===== config.mk =====
export PLATFORM = sky130hd
export DESIGN_NAME = ssd_mux_driver
export DESIGN_NICKNAME = d
export VERILOG_FILES = /design/src/rtl/ssd_pkg.sv /design/src/rtl/ssd_hex_to_seg.sv /design/src/rtl/ssd_mux_driver.sv
export SDC_FILE = /design/constraint.sdc
export NUM_CORES = 1
export LEC_CHECK = 0
export CELL_PAD_IN_SITES_DETAIL_PLACEMENT = 1
export CELL_PAD_IN_SITES_GLOBAL_PLACEMENT = 1
export CORE_MARGIN = 2
export CORE_UTILIZATION = 49
export CTS_CLUSTER_DIAMETER = 80
export DETAILED_ROUTE_END_ITERATION = 16
export PLACE_DENSITY = 0.95
export SYNTH_ARGS = -nofsm -noshare
export SYNTH_HDL_FRONTEND = slang
export SYNTH_SLANG_ARGS = --single-unit

===== constraint.sdc =====
create_clock -name clk -period 3.7 [get_ports clk]
set_input_delay 0.555 -clock clk [delete_from_list [all_inputs] [get_ports clk]]
set_output_delay 0.555 -clock clk [all_outputs]
set_load 0.005 [all_outputs]

===== src/rtl/ssd_pkg.sv =====
// Shared types and constants for the multiplexed seven-segment driver.
// Segment patterns are active-high, bit0=a .. bit6=g.
package ssd_pkg;

   typedef enum logic {
      BLANK = 1'b0,
      SHOW  = 1'b1
   } ssd_state_e;

   localparam logic [6:0] SEG_OFF = 7'h00;

   // Index 0 is the rightmost entry: 0..9, A, b, C, d, E, F.
   localparam logic [15:0][6:0] SEG_LUT = {
      7'h71, 7'h79, 7'h5E, 7'h39,
      7'h7C, 7'h77, 7'h6F, 7'h7F,
      7'h07, 7'h7D, 7'h6D, 7'h66,
      7'h4F, 7'h5B, 7'h06, 7'h3F
   };

endpackage


===== src/rtl/ssd_hex_to_seg.sv =====
// Hex nibble to active-high a-g segment pattern.
// Purely combinational; pin polarity is handled by the caller.
module ssd_hex_to_seg
   import ssd_pkg::*;
(
   input  logic [3:0] i_nib,
   output logic [6:0] o_seg
);

   assign o_seg = SEG_LUT[i_nib];

endmodule


===== src/rtl/ssd_mux_driver.sv =====
// Time-multiplexed seven-segment driver with dead-time, double-buffered
// digit data, per-digit blank/dp, leading-zero blanking and pin polarity.
module ssd_mux_driver
   import ssd_pkg::*;
#(
   parameter int NUM_DIGITS      = 2,
   parameter int REFRESH_DIV     = 50000,
   parameter int DEAD_CYCLES     = 500,
   parameter bit SEG_ACTIVE_HIGH = 1'b1,
   parameter bit AN_ACTIVE_HIGH  = 1'b1,
   localparam int IW = (NUM_DIGITS > 1) ? $clog2(NUM_DIGITS) : 1
)(
   input  logic                    clk,
   input  logic                    rst_n,
   input  logic                    enable,
   input  logic                    load,
   input  logic [4*NUM_DIGITS-1:0] data,
   input  logic [NUM_DIGITS-1:0]   dp_in,
   input  logic [NUM_DIGITS-1:0]   blank_in,
   input  logic                    lzb_en,
   output logic [NUM_DIGITS-1:0]   an,
   output logic [6:0]              seg,
   output logic                    dp,
   output logic [IW-1:0]           digit_idx,
   output logic                    frame_start
);

   localparam int PW = (REFRESH_DIV > 1) ? $clog2(REFRESH_DIV) : 1;
   localparam int DW = (DEAD_CYCLES > 1) ? $clog2(DEAD_CYCLES) : 1;
   localparam int DL = (DEAD_CYCLES > 0) ? DEAD_CYCLES - 1 : 0;

   localparam logic [PW-1:0] PRE_LAST  = PW'(REFRESH_DIV - 1);
   localparam logic [DW-1:0] DEAD_LAST = DW'(DL);
   localparam logic [IW-1:0] IDX_LAST  = IW'(NUM_DIGITS - 1);

   localparam logic [NUM_DIGITS-1:0] AN_IDLE =
      {NUM_DIGITS{~AN_ACTIVE_HIGH}};
   localparam logic [6:0] SEG_IDLE = SEG_OFF ^ {7{~SEG_ACTIVE_HIGH}};
   localparam logic       DP_IDLE  = ~SEG_ACTIVE_HIGH;

   ssd_state_e r_state;
   ssd_state_e w_state;

   logic [PW-1:0] r_pre;
   logic [PW-1:0] w_pre;
   logic [DW-1:0] r_dead;
   logic [DW-1:0] w_dead;
   logic [IW-1:0] r_idx;
   logic [IW-1:0] w_idx;
   logic          w_adv0;
   logic          r_frame;

   logic [4*NUM_DIGITS-1:0] r_pd_data;
   logic [NUM_DIGITS-1:0]   r_pd_dp;
   logic [NUM_DIGITS-1:0]   r_pd_blank;
   logic [4*NUM_DIGITS-1:0] r_sh_data;
   logic [NUM_DIGITS-1:0]   r_sh_dp;
   logic [NUM_DIGITS-1:0]   r_sh_blank;

   logic [NUM_DIGITS-1:0] r_an;
   logic [6:0]            r_seg;
   logic                  r_dp;

   logic [NUM_DIGITS-1:0] w_dark;
   logic                  w_run;
   logic                  w_zero;
   logic [3:0]            w_nib;
   logic                  w_sel_dp;
   logic                  w_sel_dark;
   logic [NUM_DIGITS-1:0] w_onehot;
   logic                  w_lit;
   logic [6:0]            w_seg;

   always_comb begin
      w_state = r_state;
      w_pre   = r_pre;
      w_dead  = r_dead;
      w_idx   = r_idx;
      w_adv0  = 1'b0;
      if (!enable) begin
         w_state = BLANK;
         w_pre   = '0;
         w_dead  = '0;
      end else begin
         unique case (r_state)
            BLANK: begin
               if (r_dead == DEAD_LAST) begin
                  w_dead  = '0;
                  w_state = SHOW;
                  w_adv0  = (r_idx == IDX_LAST);
                  w_idx   = w_adv0 ? '0 : r_idx + 1'b1;
               end else begin
                  w_dead = r_dead + 1'b1;
               end
            end
            SHOW: begin
               if (r_pre == PRE_LAST) begin
                  w_pre   = '0;
                  w_state = BLANK;
               end else begin
                  w_pre = r_pre + 1'b1;
               end
            end
         endcase
      end
   end

   // Scan from the top digit: w_run stays set while every higher digit is
   // zero or blanked and no decimal point has been seen.
   always_comb begin
      w_run  = 1'b1;
      w_zero = 1'b0;
      w_dark = '0;
      for (int k = NUM_DIGITS - 1; k >= 0; k--) begin
         w_zero    = (r_sh_data[4*k +: 4] == 4'h0);
         w_dark[k] = r_sh_blank[k] |
                     (lzb_en & w_run & w_zero & (k != 0) & ~r_sh_dp[k]);
         w_run     = w_run & (w_zero | r_sh_blank[k]) & ~r_sh_dp[k];
      end
   end

   always_comb begin
      w_nib      = '0;
      w_sel_dp   = 1'b0;
      w_sel_dark = 1'b1;
      w_onehot   = '0;
      for (int k = 0; k < NUM_DIGITS; k++) begin
         if (r_idx == IW'(k)) begin
            w_nib       = r_sh_data[4*k +: 4];
            w_sel_dp    = r_sh_dp[k];
            w_sel_dark  = w_dark[k];
            w_onehot[k] = 1'b1;
         end
      end
      w_lit = (r_state == SHOW) & ~w_sel_dark;
   end

   ssd_hex_to_seg u_dec (
      .i_nib (w_nib),
      .o_seg (w_seg)
   );

   always_ff @(posedge clk or negedge rst_n) begin
      if (!rst_n) begin
         r_state    <= BLANK;
         r_pre      <= '0;
         r_dead     <= '0;
         r_idx      <= IDX_LAST;
         r_frame    <= 1'b0;
         r_pd_data  <= '0;
         r_pd_dp    <= '0;
         r_pd_blank <= '0;
         r_sh_data  <= '0;
         r_sh_dp    <= '0;
         r_sh_blank <= '0;
         r_an       <= AN_IDLE;
         r_seg      <= SEG_IDLE;
         r_dp       <= DP_IDLE;
      end else begin
         r_state <= w_state;
         r_pre   <= w_pre;
         r_dead  <= w_dead;
         r_idx   <= w_idx;
         r_frame <= w_adv0;
         if (load) begin
            r_pd_data  <= data;
            r_pd_dp    <= dp_in;
            r_pd_blank <= blank_in;
         end
         // A load coinciding with the frame boundary bypasses pending.
         if (w_adv0) begin
            r_sh_data  <= load ? data     : r_pd_data;
            r_sh_dp    <= load ? dp_in    : r_pd_dp;
            r_sh_blank <= load ? blank_in : r_pd_blank;
         end
         r_an  <= w_lit ? (w_onehot ^ AN_IDLE) : AN_IDLE;
         r_seg <= w_lit ? (w_seg ^ SEG_IDLE)   : SEG_IDLE;
         r_dp  <= w_lit ? (w_sel_dp ^ DP_IDLE) : DP_IDLE;
      end
   end

   assign an          = r_an;
   assign seg         = r_seg;
   assign dp          = r_dp;
   assign digit_idx   = r_idx;
   assign frame_start = r_frame;

endmodule


==> impl_summary.log <==
[metrics] launching instance or port of the critical path: r_pre[0]
[metrics] max capacitance violation total: 0
[metrics] first-pass iteration count of the detailed router: 4
[metrics] distinct cell type count after synthesis: 51
[metrics] total cell area at the placement stage: 3380 um2
[metrics] Data arrival, critical path: 2580 ps
[metrics] DP HPWL: 5630 um
[metrics] Critical R2R Launch: r_pre[0]
[metrics] EDFF count, synth: 0
[metrics] Setup Slack @ Placement: 1070 ps
[metrics] outcome: complete, no violations
[metrics] peak clock frequency supported by timing: 0.425 GHz
[metrics] aggregate negative setup slack: 0 ps
[metrics] final-layout fill cell count: 647
[metrics] CTS H-tree depth: 3
[metrics] largest clock skew in the final design: 4.74 ps
[metrics] cell-by-cell trace of the critical path: ha_1, and3_1, nand4_1, buf_4, and2_1, or2_2
[metrics] first-iteration detailed-routing DRC count: 198
[metrics] headroom to the max-slew limit: 27.6%
[metrics] final core utilization: 60.4%
[metrics] Die Wd: 82.9 um
[metrics] CTS resizes: 0
[metrics] final routed wire length divided by cell count: 21.0 um
[metrics] Leakage Power: 1.59 nW
[metrics] Non-Filler Cell Area, Final: 3600 um2
[metrics] startpoint types: flop
[metrics] number of buffers inserted for hold repair after clock tree synthesis: 0
[metrics] critical-path cell with the highest stage delay: sky130_fd_sc_hd__dfrtp_1
[metrics] biggest cell delay along the critical path: 440 ps
[metrics] top-level port count: 29
[metrics] CTS tree: done
[metrics] share of the yosys chip area belonging to registers: 50.9%
[metrics] final number of hold-violating endpoints: 0
[metrics] nature of the critical path endpoint: flop
[metrics] required time of the critical path: 3930 ps
[metrics] Mean Syn Cell Area: 10.9 um2
[metrics] number of buffers inserted by port buffering: 28
[metrics] R2R cell count: 6
[metrics] Final Setup Violations: 0
[metrics] number of buffers on the longest clock path: 2
[metrics] internal reg-to-reg setup slack: 1350 ps
[metrics] total wirelength of the detailed-routed design: 8140 um
[metrics] full die area: 6870 um2
[metrics] Synthesized Nets: 304
[metrics] vias in the first global route: 2,539
[metrics] worst supply voltage drop on vdd: 0.251 mV
[metrics] signed area change from the synthesized netlist to the final layout: 18.0%
[metrics] RSZ-0062 raised after global routing: no
[metrics] clock transition at the registers of the reported paths: 70 ps
[metrics] maximum number of pins on one net before global-route repair: 49
[metrics] Max Transition Viols Final: 0
[metrics] post-CTS setup buffers: 0
[metrics] post-route minimum period: 2350 ps
[metrics] vertical die dimension: 82.9 um
[metrics] DR DRC count: 0
[metrics] ratio of cells with drive above 1 in the final layout: 16.3%
[metrics] TritonCTS sink count: 62
[metrics] maximum fanout along the worst path: 12
[metrics] Yosys warning count: 0
[metrics] number of rows created at floorplan: 28
[metrics] net count of the finished layout: 332
[metrics] All-Layer GR Usage: 25.0%
[metrics] Antenna Violating Nets Remaining: 0
[metrics] share of async-settable or async-resettable flops after synthesis: 100%
[metrics] Worst-Skew Late Latency: 340 ps
[metrics] initial antenna violation count: 0
[metrics] total power divided by cell area: 403 nW/um2
[metrics] Worst Tran Pin Value: 1090 ps
[metrics] vias: 2,428
[metrics] Std-Cell Core Area: 5960 um2
[metrics] Netlist Area Pre-Place: 3050 um2
[metrics] global-route wire length before repair: 13,400 um
[metrics] GRT overflow: 0
[metrics] top_reg_cell synth: sky130_fd_sc_hd__dfrtp_1
[metrics] starting density of the core: 51.2%
[metrics] synthesized instance count: 280
[metrics] routability-driven placement congestion ratio: 0.800
[metrics] number of buffers inserted during clock tree synthesis: 9
[metrics] class of the worst hold path: primary input to asynchronous set/reset pin
[metrics] share of the clock period used by the worst path: 63.5%
[metrics] kind of critical path: flop to flop
[metrics] number of antenna cells inserted: 0
[metrics] Yosys reg bits: 62
[metrics] post-route setup slack: 1350 ps
[metrics] Via-to-Cell Ratio: 6.27
[metrics] Root Driver: sky130_fd_sc_hd__clkbuf_8
==> registers in the layout, summed over array words and instances (netlist names), 7 cells and up <==
name / flops
r_pre: 16
r_dead: 9
r_pd_data: 8
r_sh_data: 8
seg: 7
==> report_power, final <==
group / switching (W) / total, W / internal, W
combinational: 0.0000384 / 0.0000729 / 0.0000345
sequential: 0.00000778 / 0.000702 / 0.000694
clock: 0.000267 / 0.000677 / 0.000410
==> routing by layer <==
layer  routed length (um)  up-vias  track usage [%]
met5                    0        -                0
met4                  209        0             13.0
met3                  299       22             3.88
met2                 4130       73             41.3
met1                 3500     1235             31.7
li1                     -     1098                -
==> per-stage QoR <==
step / instances / hold slack [ps] / total power, W
5_1_grt: 387 / 507 / 0.00150
3_3_place_gp: 372 / 483 / 0.000783
6_report: 387 / 415 / 0.00145
4_1_cts: 387 / 457 / 0.00146
3_5_place_dp: 372 / 489 / 0.000789
2_1_floorplan: 280 / 259 / 0.000744
==> cell usage in the layout (no fill, tap or decap), drive strengths merged, types with 6 or more instances in the layout <==
cell type and instances:
a21oi 9, a31oi 17, clkbuf 11, clkdlybuf4s50 27, dfrtp 61, ha 7
inv 11, mux2 25, mux2i 7, nand2 18, nand3 14, nand4 6
nor2 17, o21ai 9
==> final timing paths <==
kind | to
max | r_state
min | r_pre[15]
max reg2reg | r_state
min reg2reg | r_pd_data[5]
max in group asynchronous | r_dead[5]
min in group clk | r_pd_data[5]
==> cell usage after synthesis (2+ instances only) <==
library cell | n | area, um2
sky130_fd_sc_hd__nand3b_1 | 3 | 22.5
sky130_fd_sc_hd__mux2i_1 | 7 | 70.1
sky130_fd_sc_hd__mux2_2 | 25 | 282
sky130_fd_sc_hd__or3_1 | 3 | 18.8
sky130_fd_sc_hd__nand3_1 | 13 | 65.1
sky130_fd_sc_hd__a22o_1 | 2 | 17.5
sky130_fd_sc_hd__nor3_1 | 4 | 20.0
sky130_fd_sc_hd__a21oi_1 | 9 | 45.0
sky130_fd_sc_hd__dfrtp_1 | 61 | 1530
sky130_fd_sc_hd__a211oi_1 | 2 | 15.0
sky130_fd_sc_hd__and2_1 | 5 | 31.3
sky130_fd_sc_hd__inv_1 | 11 | 41.3
sky130_fd_sc_hd__nor2_1 | 17 | 63.8
sky130_fd_sc_hd__clkbuf_1 | 5 | 18.8
sky130_fd_sc_hd__nand2_1 | 18 | 67.6
sky130_fd_sc_hd__a31oi_1 | 17 | 106
sky130_fd_sc_hd__ha_1 | 7 | 87.6
sky130_fd_sc_hd__or4_1 | 2 | 15.0
sky130_fd_sc_hd__a41oi_1 | 5 | 43.8
sky130_fd_sc_hd__nand2b_1 | 3 | 18.8
sky130_fd_sc_hd__buf_2 | 5 | 25.0
sky130_fd_sc_hd__xnor2_1 | 2 | 17.5
sky130_fd_sc_hd__nor4_1 | 3 | 18.8
sky130_fd_sc_hd__a311oi_1 | 2 | 17.5
sky130_fd_sc_hd__and4bb_2 | 2 | 25.0
sky130_fd_sc_hd__nand4_1 | 6 | 37.5
sky130_fd_sc_hd__and4_1 | 2 | 17.5
sky130_fd_sc_hd__o2bb2ai_1 | 2 | 17.5
sky130_fd_sc_hd__buf_1 | 2 | 7.51
sky130_fd_sc_hd__a221oi_1 | 3 | 26.3
sky130_fd_sc_hd__and3_1 | 5 | 31.3
sky130_fd_sc_hd__o21ai_0 | 8 | 40.0
==> final cells by class <==
| cell class | count | area (um2) | share of cell area [%] |
|---|---|---|---|
| Sequential cell | 62 | 1550 | 43.2 |
| Clock inverter | 4 | 70.1 | 1.95 |
| Multi-Input combinational cell | 193 | 1390 | 38.7 |
| Tap cell | 75 | 93.8 | 2.61 |
| Inverter | 11 | 41.3 | 1.15 |
| Timing Repair Buffer | 31 | 298 | 8.28 |
| Clock buffer | 11 | 151 | 4.21 |
==> critical path: cells and delay by family, from the launching register on <==
kind	cells	cell delay, ps
adders and majority gates	1	220
and+or+nand+nor	4	1200
DFF	1	440
buffers and inverters	1	360
==> kinds of logic after synthesis <==
| group | after synthesis | share of synthesized area, % |
|---|---|---|
| AOI/OAI and AO/OA | 57 | 12.6 |
| and+or+nand+nor | 93 | 17.1 |
| buffers and inverters | 25 | 3.45 |
| DFF | 62 | 50.9 |
| adders and majority gates | 7 | 2.87 |
| muxes | 33 | 12.3 |
| xor gates and xnor gates | 3 | 0.862 |
(Power assumes the default switching activity.)
